File: config.mk
export PLATFORM = sky130hd
export DESIGN_NAME = nn_host_if
export DESIGN_NICKNAME = d
export VERILOG_FILES = /design/src/rtl/nn_pkg.sv /design/src/rtl/nn_pix_fifo.sv /design/src/rtl/nn_host_if.sv
export SDC_FILE = /design/constraint.sdc
export NUM_CORES = 1
export LEC_CHECK = 0
export ABC_AREA = 1
export CAP_MARGIN = 15
export CORE_MARGIN = 3
export CORE_UTILIZATION = 40
export DETAILED_ROUTE_END_ITERATION = 16
export DONT_BUFFER_PORTS = 1
export PLACE_DENSITY = 0.54
export SETUP_SLACK_MARGIN = 0.02
export SYNTH_ARGS = -nofsm -noshare
export SYNTH_HDL_FRONTEND = slang
export SYNTH_HIERARCHICAL = 1
export SYNTH_SLANG_ARGS = --single-unit
File: constraint.sdc
create_clock -name clk -period 7.5 [get_ports clk]
set_clock_uncertainty 0.1 [all_clocks]
set_input_delay 1.125 -clock clk [delete_from_list [all_inputs] [get_ports clk]]
set_output_delay 1.125 -clock clk [all_outputs]
set_load 0.005 [all_outputs]
File: src/rtl/nn_pkg.sv
// rtl/nn_pkg.sv - shared constants, register map and FSM state type for nn_host_if
package nn_pkg;

    localparam int N_PIX_DEF = 784;
    localparam int N_OUT_DEF = 10;

    // Byte offsets of the register window (bits [1:0] are ignored on the bus).
    localparam logic [7:0] REG_CTRL   = 8'h00;
    localparam logic [7:0] REG_STATUS = 8'h04;
    localparam logic [7:0] REG_PIXEL  = 8'h08;
    localparam logic [7:0] REG_ARGMAX = 8'h0C;
    localparam logic [7:0] REG_RESULT = 8'h10;

    // CTRL write bits.
    localparam int CTRL_START = 0;
    localparam int CTRL_CLEAR = 1;

    // STATUS read bit positions.
    localparam int ST_BUSY    = 0;
    localparam int ST_DONE    = 1;
    localparam int ST_ERR     = 2;
    localparam int ST_CNT_LSB = 8;

    typedef enum logic [1:0] {
        S_IDLE    = 2'd0,
        S_STREAM  = 2'd1,
        S_COLLECT = 2'd2,
        S_DONE    = 2'd3
    } nn_state_t;

endpackage

File: src/rtl/nn_pix_fifo.sv
// rtl/nn_pix_fifo.sv - pixel FIFO with first-word-fall-through output
// Ports: clk, reset (sync, active-low), push/wdata in, pop in, rdata = head word,
// full, empty, count (0..DEPTH). Push while full is legal only together with a pop.
module nn_pix_fifo #(
    parameter int DEPTH = 16,
    parameter int WIDTH = 32
) (
    input  logic                     clk,
    input  logic                     reset,
    input  logic                     push,
    input  logic [WIDTH-1:0]         wdata,
    input  logic                     pop,
    output logic [WIDTH-1:0]         rdata,
    output logic                     full,
    output logic                     empty,
    output logic [$clog2(DEPTH):0]   count
);
    localparam int AW = $clog2(DEPTH);

    logic [WIDTH-1:0] mem [DEPTH];
    logic [AW-1:0]    wr_ptr;
    logic [AW-1:0]    rd_ptr;

    assign rdata = mem[rd_ptr];
    assign empty = (count == '0);
    assign full  = (count == (AW+1)'(DEPTH));

    always_ff @(posedge clk) begin
        if (push) begin
            mem[wr_ptr] <= wdata;
        end
    end

    always_ff @(posedge clk) begin
        if (!reset) begin
            wr_ptr <= '0;
            rd_ptr <= '0;
            count  <= '0;
        end else begin
            if (push) begin
                wr_ptr <= wr_ptr + 1'b1;
            end
            if (pop) begin
                rd_ptr <= rd_ptr + 1'b1;
            end
            if (push && !pop) begin
                count <= count + 1'b1;
            end else if (pop && !push) begin
                count <= count - 1'b1;
            end
        end
    end

endmodule

File: src/rtl/nn_host_if.sv
// rtl/nn_host_if.sv - picoRV32 bus responder and stream master for the MNIST accelerator
// Ports: clk, reset (sync, active-low); mem_* native memory bus (responder);
// acc_start pulse, img_data/img_valid/img_ready pixel stream (master);
// res_data/res_valid score input; irq level while an inference is done.
module nn_host_if
    import nn_pkg::*;
#(
    parameter int N_PIX      = N_PIX_DEF,
    parameter int N_OUT      = N_OUT_DEF,
    parameter int FIFO_DEPTH = 16
) (
    input  logic        clk,
    input  logic        reset,
    input  logic        mem_valid,
    output logic        mem_ready,
    input  logic [7:0]  mem_addr,
    input  logic [31:0] mem_wdata,
    input  logic [3:0]  mem_wstrb,
    output logic [31:0] mem_rdata,
    output logic        acc_start,
    output logic [31:0] img_data,
    output logic        img_valid,
    input  logic        img_ready,
    input  logic [31:0] res_data,
    input  logic        res_valid,
    output logic        irq
);
    localparam int FAW = $clog2(FIFO_DEPTH);
    localparam int RW  = (N_OUT > 1) ? $clog2(N_OUT) : 1;

    nn_state_t state, next_state;

    logic [15:0]        pix_cnt;
    logic [15:0]        pushed_cnt;
    logic [RW-1:0]      res_cnt;
    logic signed [31:0] results [N_OUT];
    logic signed [31:0] max_val;
    logic signed [31:0] score;
    logic [3:0]         argmax;
    logic               done;
    logic               err;

    logic               fifo_full;
    logic               fifo_empty;
    logic [FAW:0]       fifo_count;

    logic [7:0]         reg_addr;
    logic               unused_addr_bits;
    logic               wr, req, busy, pop, push, res_take;
    logic               pix_wr, pix_drop, pix_stall, accept, ctrl_wr, go;
    logic [31:0]        rd_val;

    assign reg_addr         = {mem_addr[7:2], 2'b00};
    assign unused_addr_bits = ^mem_addr[1:0];
    assign score            = res_data;
    assign wr               = |mem_wstrb;
    // Once mem_ready is up the request has been served; don't take it twice.
    assign req              = mem_valid && !mem_ready;
    assign irq              = done;

    nn_pix_fifo #(.DEPTH(FIFO_DEPTH), .WIDTH(32)) u_fifo (
        .clk   (clk),
        .reset (reset),
        .push  (push),
        .wdata (mem_wdata),
        .pop   (pop),
        .rdata (img_data),
        .full  (fifo_full),
        .empty (fifo_empty),
        .count (fifo_count)
    );

    always_ff @(posedge clk) begin
        if (!reset) begin
            state <= S_IDLE;
        end else begin
            state <= next_state;
        end
    end

    always_comb begin
        busy      = (state == S_STREAM) || (state == S_COLLECT);
        // Held off during the acc_start cycle so the first word follows the pulse.
        img_valid = (state == S_STREAM) && !fifo_empty && !acc_start;
        pop       = img_valid && img_ready;
        res_take  = (state == S_COLLECT) && res_valid;
        pix_wr    = req && wr && (reg_addr == REG_PIXEL);
        pix_drop  = pix_wr && (pushed_cnt >= 16'(N_PIX));
        // A full FIFO stalls the bus unless a word leaves in this same cycle.
        pix_stall = pix_wr && !pix_drop && fifo_full && !pop;
        accept    = req && !pix_stall;
        push      = accept && pix_wr && !pix_drop;
        ctrl_wr   = accept && wr && (reg_addr == REG_CTRL);
        go        = ctrl_wr && mem_wdata[CTRL_START] && !busy;

        next_state = state;
        case (state)
            S_IDLE, S_DONE: if (go) next_state = S_STREAM;
            S_STREAM:       if (pop && (pix_cnt == 16'(N_PIX - 1))) next_state = S_COLLECT;
            S_COLLECT:      if (res_take && (res_cnt == RW'(N_OUT - 1))) next_state = S_DONE;
            default:        next_state = S_IDLE;
        endcase
    end

    always_comb begin
        rd_val = '0;
        case (reg_addr)
            REG_STATUS: begin
                rd_val[ST_BUSY]          = busy;
                rd_val[ST_DONE]          = done;
                rd_val[ST_ERR]           = err;
                rd_val[ST_CNT_LSB +: 8]  = 8'(fifo_count);
            end
            REG_ARGMAX: rd_val[3:0] = argmax;
            default: begin
                for (int k = 0; k < N_OUT; k++) begin
                    if (reg_addr == REG_RESULT + 8'(4 * k)) begin
                        rd_val = results[k];
                    end
                end
            end
        endcase
    end

    always_ff @(posedge clk) begin
        if (!reset) begin
            mem_ready  <= 1'b0;
            mem_rdata  <= '0;
            acc_start  <= 1'b0;
            pix_cnt    <= '0;
            pushed_cnt <= '0;
            res_cnt    <= '0;
            max_val    <= '0;
            argmax     <= '0;
            done       <= 1'b0;
            err        <= 1'b0;
            for (int k = 0; k < N_OUT; k++) begin
                results[k] <= '0;
            end
        end else begin
            mem_ready <= accept;
            mem_rdata <= (accept && !wr) ? rd_val : '0;
            acc_start <= go;

            if (push) begin
                pushed_cnt <= pushed_cnt + 16'd1;
            end
            if (pix_drop) begin
                err <= 1'b1;
            end
            if (pop) begin
                pix_cnt <= pix_cnt + 16'd1;
            end

            if (res_take) begin
                for (int k = 0; k < N_OUT; k++) begin
                    if (res_cnt == RW'(k)) begin
                        results[k] <= score;
                    end
                end
                // Class 0 seeds the maximum; strict compare keeps the lowest index on ties.
                if ((res_cnt == '0) || (score > max_val)) begin
                    max_val <= score;
                    argmax  <= 4'(res_cnt);
                end
                res_cnt <= res_cnt + 1'b1;
            end

            if (ctrl_wr && mem_wdata[CTRL_CLEAR]) begin
                done <= 1'b0;
                err  <= 1'b0;
            end
            if (ctrl_wr && mem_wdata[CTRL_START] && busy) begin
                err <= 1'b1;
            end
            if (go) begin
                pix_cnt    <= '0;
                pushed_cnt <= '0;
                res_cnt    <= '0;
                max_val    <= '0;
                argmax     <= '0;
                done       <= 1'b0;
            end
            if ((state == S_COLLECT) && (next_state == S_DONE)) begin
                done <= 1'b1;
            end
        end
    end

endmodule

* Word-level counts from Yosys, hierarchy flattened
Memory sizes are Yosys's and may differ from the RTL's. A register that Yosys moved wholly into a read port is not among the register bits.
Cells that the tools add are included.
** Storage, ports and cells
- Register bits after elaboration :: 123
- Latch bits :: 0
- Memories kept :: 2
- ROM bits :: 0
- RAM bits :: 832
** Operators by class
- Bitwise logic cells :: 12
- Add/subtract/negate cells :: 7
- Mux-type cells :: 80
- Multiply operators :: 0
- Order comparisons :: 2
- Reduce and logical (&&, ||, !) cells :: 50
- Equal/unequal tests :: 28
- Div/mod/pow operators :: 0
- Shifts and indexed selects :: 0
** Memories
- u_fifo.mem :: depth 16, bits a word 32, rd ports 1, clocked after Yosys merged registers in 1, wr ports 1, line nn_pix_fifo.sv:20 : logic [WIDTH-1:0] mem [DEPTH];
- results :: depth 10, bits a word 32, rd ports 10, clocked after Yosys merged registers in 0, wr ports 10, line nn_host_if.sv:36 : logic signed [31:0] results [N_OUT];
** Operators with widths (count)
- 32-bit two-way mux :: 20
- 1-bit two-way mux :: 49
- 6-bit by 4-bit == test with 1-bit output, second input constant :: 6
- 16-bit by 1-bit adder with 16-bit output, second input constant :: 2
- 32-bit greater-than comparator :: 1
- 1-bit logical AND :: 26
- 6-bit by 3-bit == test with 1-bit output, second input constant :: 4
- 16-bit by 10-bit == test with 1-bit output, second input constant :: 1
- 4-bit by 3-bit == test with 1-bit output, second input constant :: 4
- 16-bit by 10-bit greater-or-equal comparator with 1-bit output, second input constant :: 1
- 8-bit one-hot mux with 2 select lines :: 1
- 4-bit by 1-bit adder with 4-bit output, second input constant :: 3
- 6-bit by 2-bit == test with 1-bit output, second input constant :: 2
- 5-bit two-way mux :: 2
- 1-bit OR :: 10
- 1-bit logical NOT :: 9
- 4-bit by 2-bit == test with 1-bit output, second input constant :: 2
- 4-bit == test, second input constant :: 2
- 8-bit logical NOT :: 1
- 4-bit two-way mux :: 2
- 4-bit OR reduction :: 2
- 2-bit == test, second input constant :: 3
- 6-bit by 1-bit == test with 1-bit output, second input constant :: 1
- 2-bit two-way mux :: 3
- 17 further kinds :: 22

* Logic depth before layout (Yosys ltp)
- Depth in word-level cells :: 20
- Mapped depth :: 18
- Depth with buffers taken out :: 17

* Modules after synthesis
The synthesis kept the hierarchy.
** Modules (own cells, without submodules)
- nn_pix_fifo :: seq. area each 15715.1 µm², times used 1, area an instance 22899.5 µm², cells each 2187
- nn_host_if :: seq. area each 11811.3 µm², times used 1, area an instance 19010.7 µm², cells each 2020

* Least setup slack after synthesis
No wires, ideal clock.
- Path type :: input port to flip-flop
- Start :: in res_valid
- End :: mem results[1][0], enable pin
- Data arrival time :: 3.792 ns
- Stages on the path :: 4
- Buffers on the path :: 0
- Slack :: 3.142 ns
- Library setup time :: 0.466 ns
- Path through :: nand2_1 clkinv_1 nand2_1 o21ai_0
** RTL lines
- start, declared :: line nn_host_if.sv:25 : input logic res_valid,
- end, declared :: line nn_host_if.sv:36

==> flow_summary.yaml <==
global_route:
  antenna_found_initial: 1
  grt_pass1_wl_microns: 163000
  grt_usage_pct: 19.9
  overflow: 0
  grt_max_degree: 95
  grt_pass1_vias: 26400
place:
  place_congestion: 0.765
  placedCellCount: 5457
  io_buffer_count: 0
  hpwl_microns: 60100
clock_tree:
  post_cts_resized: 0
  cts_buffer_depth: 3
  post-cts-setup-buffers: 0
  path_clk_slew_ns: 0.06
  htree_levels: 3
  cts_tree: "done"
  cts-root-buf: "clkbuf_16"
  cts_hold_buf: 0
  clock_latency_ns: 0.68
  cts_buffers: 104
  cts_sinks: 959
critical_path:
  crit_path_frequent_cell: "nand2_1"
  critPathArrivalTime_ns: 3.76
  worst-setup-path-type: "flop to output port"
  cp.required_ns: 6.27
  path_cells: "buf_4 -> buf_4 -> nand2_1 -> nand2_1 -> nand2_1 -> nand3_1 -> nand3_1 -> nand2_1"
  end_kind: "output port"
  crit_path_max_fanout: 67
  crit_path_start_kind: "flop"
  r2r_start: "u_fifo/count[1]$_SDFFE_PN0P_"
  slowest_delay_ns: 0.82
  cp_num_buf_inv: 2
  crit_slowest_cell: "dfxtp_4"
  rrSetupSlack_ns: 3.87
  crit_family: "buffers and inverters"
cells_and_area:
  finalNonFillerCells: 5648
  drive_above_1_share_pct: 6.63
  final_cell_mix: "nand2_1, edfxtp_1, inv_1"
  areaGrowthSynthToFinish_pct: 11.2
  layout_commonest_cell: "nand2_1"
  num_antenna_cells: 0
  fin_util_pct: 44.9
  nNetsFinal: 4316
job:
  cap_violations: 0
yosys:
  syn_area_sq_um: 41900
  synth_top_area_share_pct: 59.6
  synth_largest_area_cell: "edfxtp_1"
  syn_inst: 4207
  ys_warn_count: 6
  synth-edff-count: 832
  ys_async_sr_fraction_pct: 0
  ys_types: 45
  avgSynthCellArea_sq_um: 9.96
  ys_ff_latch: 959
  synth.area.top_cells: "edfxtp_1, nand2_1, dfxtp_1"
  ys.flop_type: "edfxtp_1"
  ys_seq_area_share_pct: 65.7
  synth_nets: 4340
floorplan:
  io_pins: 149
  design.core.area_sq_um: 104000
  initial_core_util_pct: 40.4
  rows: 118
  dieArea_sq_um: 109000
  fp.dieW_microns: 330
  die_h_microns: 330
detailed_routing:
  via_per_inst: 4.89
  drtIter0Drc: 1853
  vias: 27600
  drcViolationCount: 0
  dr.pass1.iters: 5
  routedWlPerCell_microns: 19.2
  finalWirelength_microns: 109000
  ant_nets: 0
timing:
  slew_violations: 0
  fin_crit_sh_pct: 66.4
  hold_violations: 0
  rsz0062_at_grt: "false"
  tightestPinTransition_ns: 1.10
  setup_tns_ns: 0
  fmax_ghz: 0.201
  setup_viol: 0
  relSlewSlack_pct: 26.5
  final.min_clock_period_ns: 4.98
pwr:
  p_leak_nw: 18.9
  peakVddDrop_mv: 0.180
  power_density_nw_per_um2: 238
hold_path:
  min_from: "pushed_cnt[12]$_SDFFE_PP0P_"
  hp-class: "flop to flop"
run_status:
  status: "finished clean"
synth_stat cells (3+ instances only):
cell type and instances:
nand2_2 3, ha_1 51, edfxtp_1 832, clkbuf_1 72, xor2_1 16, a21o_1 3
or2_2 13, buf_4 14, nor2_1 522, a22oi_1 5, nor4_1 5, buf_6 29
dfxtp_1 127, buf_2 59, inv_2 4, o21ai_0 37, xnor2_1 7, nor3_1 8
a21oi_1 138, nand4_1 66, inv_1 553, nor3_4 3, nand3_1 473, nand2_1 1092
clkinv_1 34, buf_1 15
logic make-up (layout without fill, tap and decap cells):
kind of cell | count (synthesis) | after routing | synth area share [%]
xor gates and xnor gates | 23 | 23 | 0.481
AOI/OAI and AO/OA | 188 | 188 | 2.32
DFF | 959 | 959 | 65.7
buffers and inverters | 784 | 845 | 7.93
and+or+nand+nor | 2201 | 2201 | 22.0
adders and majority gates | 52 | 52 | 1.57
worst register-to-register path, stage by stage (launching register included):
cell and delay [ns]:
dfxtp_1 0.38, inv_1 0.09, nand4_1 0.13, nor2_1 0.10, nor3_4 0.51, nor2_2 0.08, nor2_1 0.12, buf_4 0.20
nand2_1 0.28, nor2_4 0.93, buf_4 0.40
metal layers:
layer / track usage (%) / wire length [microns]
met3: 3.49 / 6180
met4: 5.07 / 2280
met1: 26.2 / 47000
met5: 0 / 0
met2: 33.9 / 53100
metrics by stage:
step / hold slack [ns] / setup slack, ns / area [sq um] / total power [mW]
final: 0.325 / 2.52 / 46600 / 11.1
after global routing: 0.348 / 2.24 / 46600 / 11.4
after CTS: 0.326 / 2.46 / 46600 / 11.2
after detailed placement: 0.317 / 3.16 / 43200 / 6.20
after global placement: 0.315 / 3.18 / 43200 / 6.20
after floorplan: 0.308 / 3.14 / 41900 / 6.13
cell type report:
type                            instances  area, sq um
Tap cell                             1380         1730
Clock buffer                          144         2880
Timing Repair Buffer                   61          458
Fill cell                            9749        57200
Inverter                              593         2240
Multi-Input combinational cell       2464        11300
Sequential cell                       959        27500
Clock inverter                         47          453
path summary, 6_finish.rpt:
check	to	cells after the start
worst min register to register	pushed_cnt[12]$_SDFFE_PP0P_	2
worst max register to register	u_fifo/mem[12][7]$_DFFE_PP_	10
worst min-delay path	pushed_cnt[12]$_SDFFE_PP0P_	2
worst max-delay path	img_data[19]	8
where the power goes:
part	switching, mW	total (mW)	leakage [nW]	internal, mW
sequential	0.0241	5.90	8.66	5.88
clock	2.09	5.01	1.64	2.92
combinational	0.147	0.188	8.61	0.0405
total	2.26	11.1	18.9	8.84
flip-flops by register name, summed over array words and instances (netlist names), named ones only:
name	cells
u_fifo/mem	512
results	320
max_val	32
mem_rdata	32
pix_cnt	16
pushed_cnt	16
u_fifo/count	5
argmax	4
res_cnt	4
u_fifo/rd_ptr	4
u_fifo/wr_ptr	4
state	2
acc_start	1
err	1
irq	1
mem_ready	1
Power figures use the tool's default switching activity.
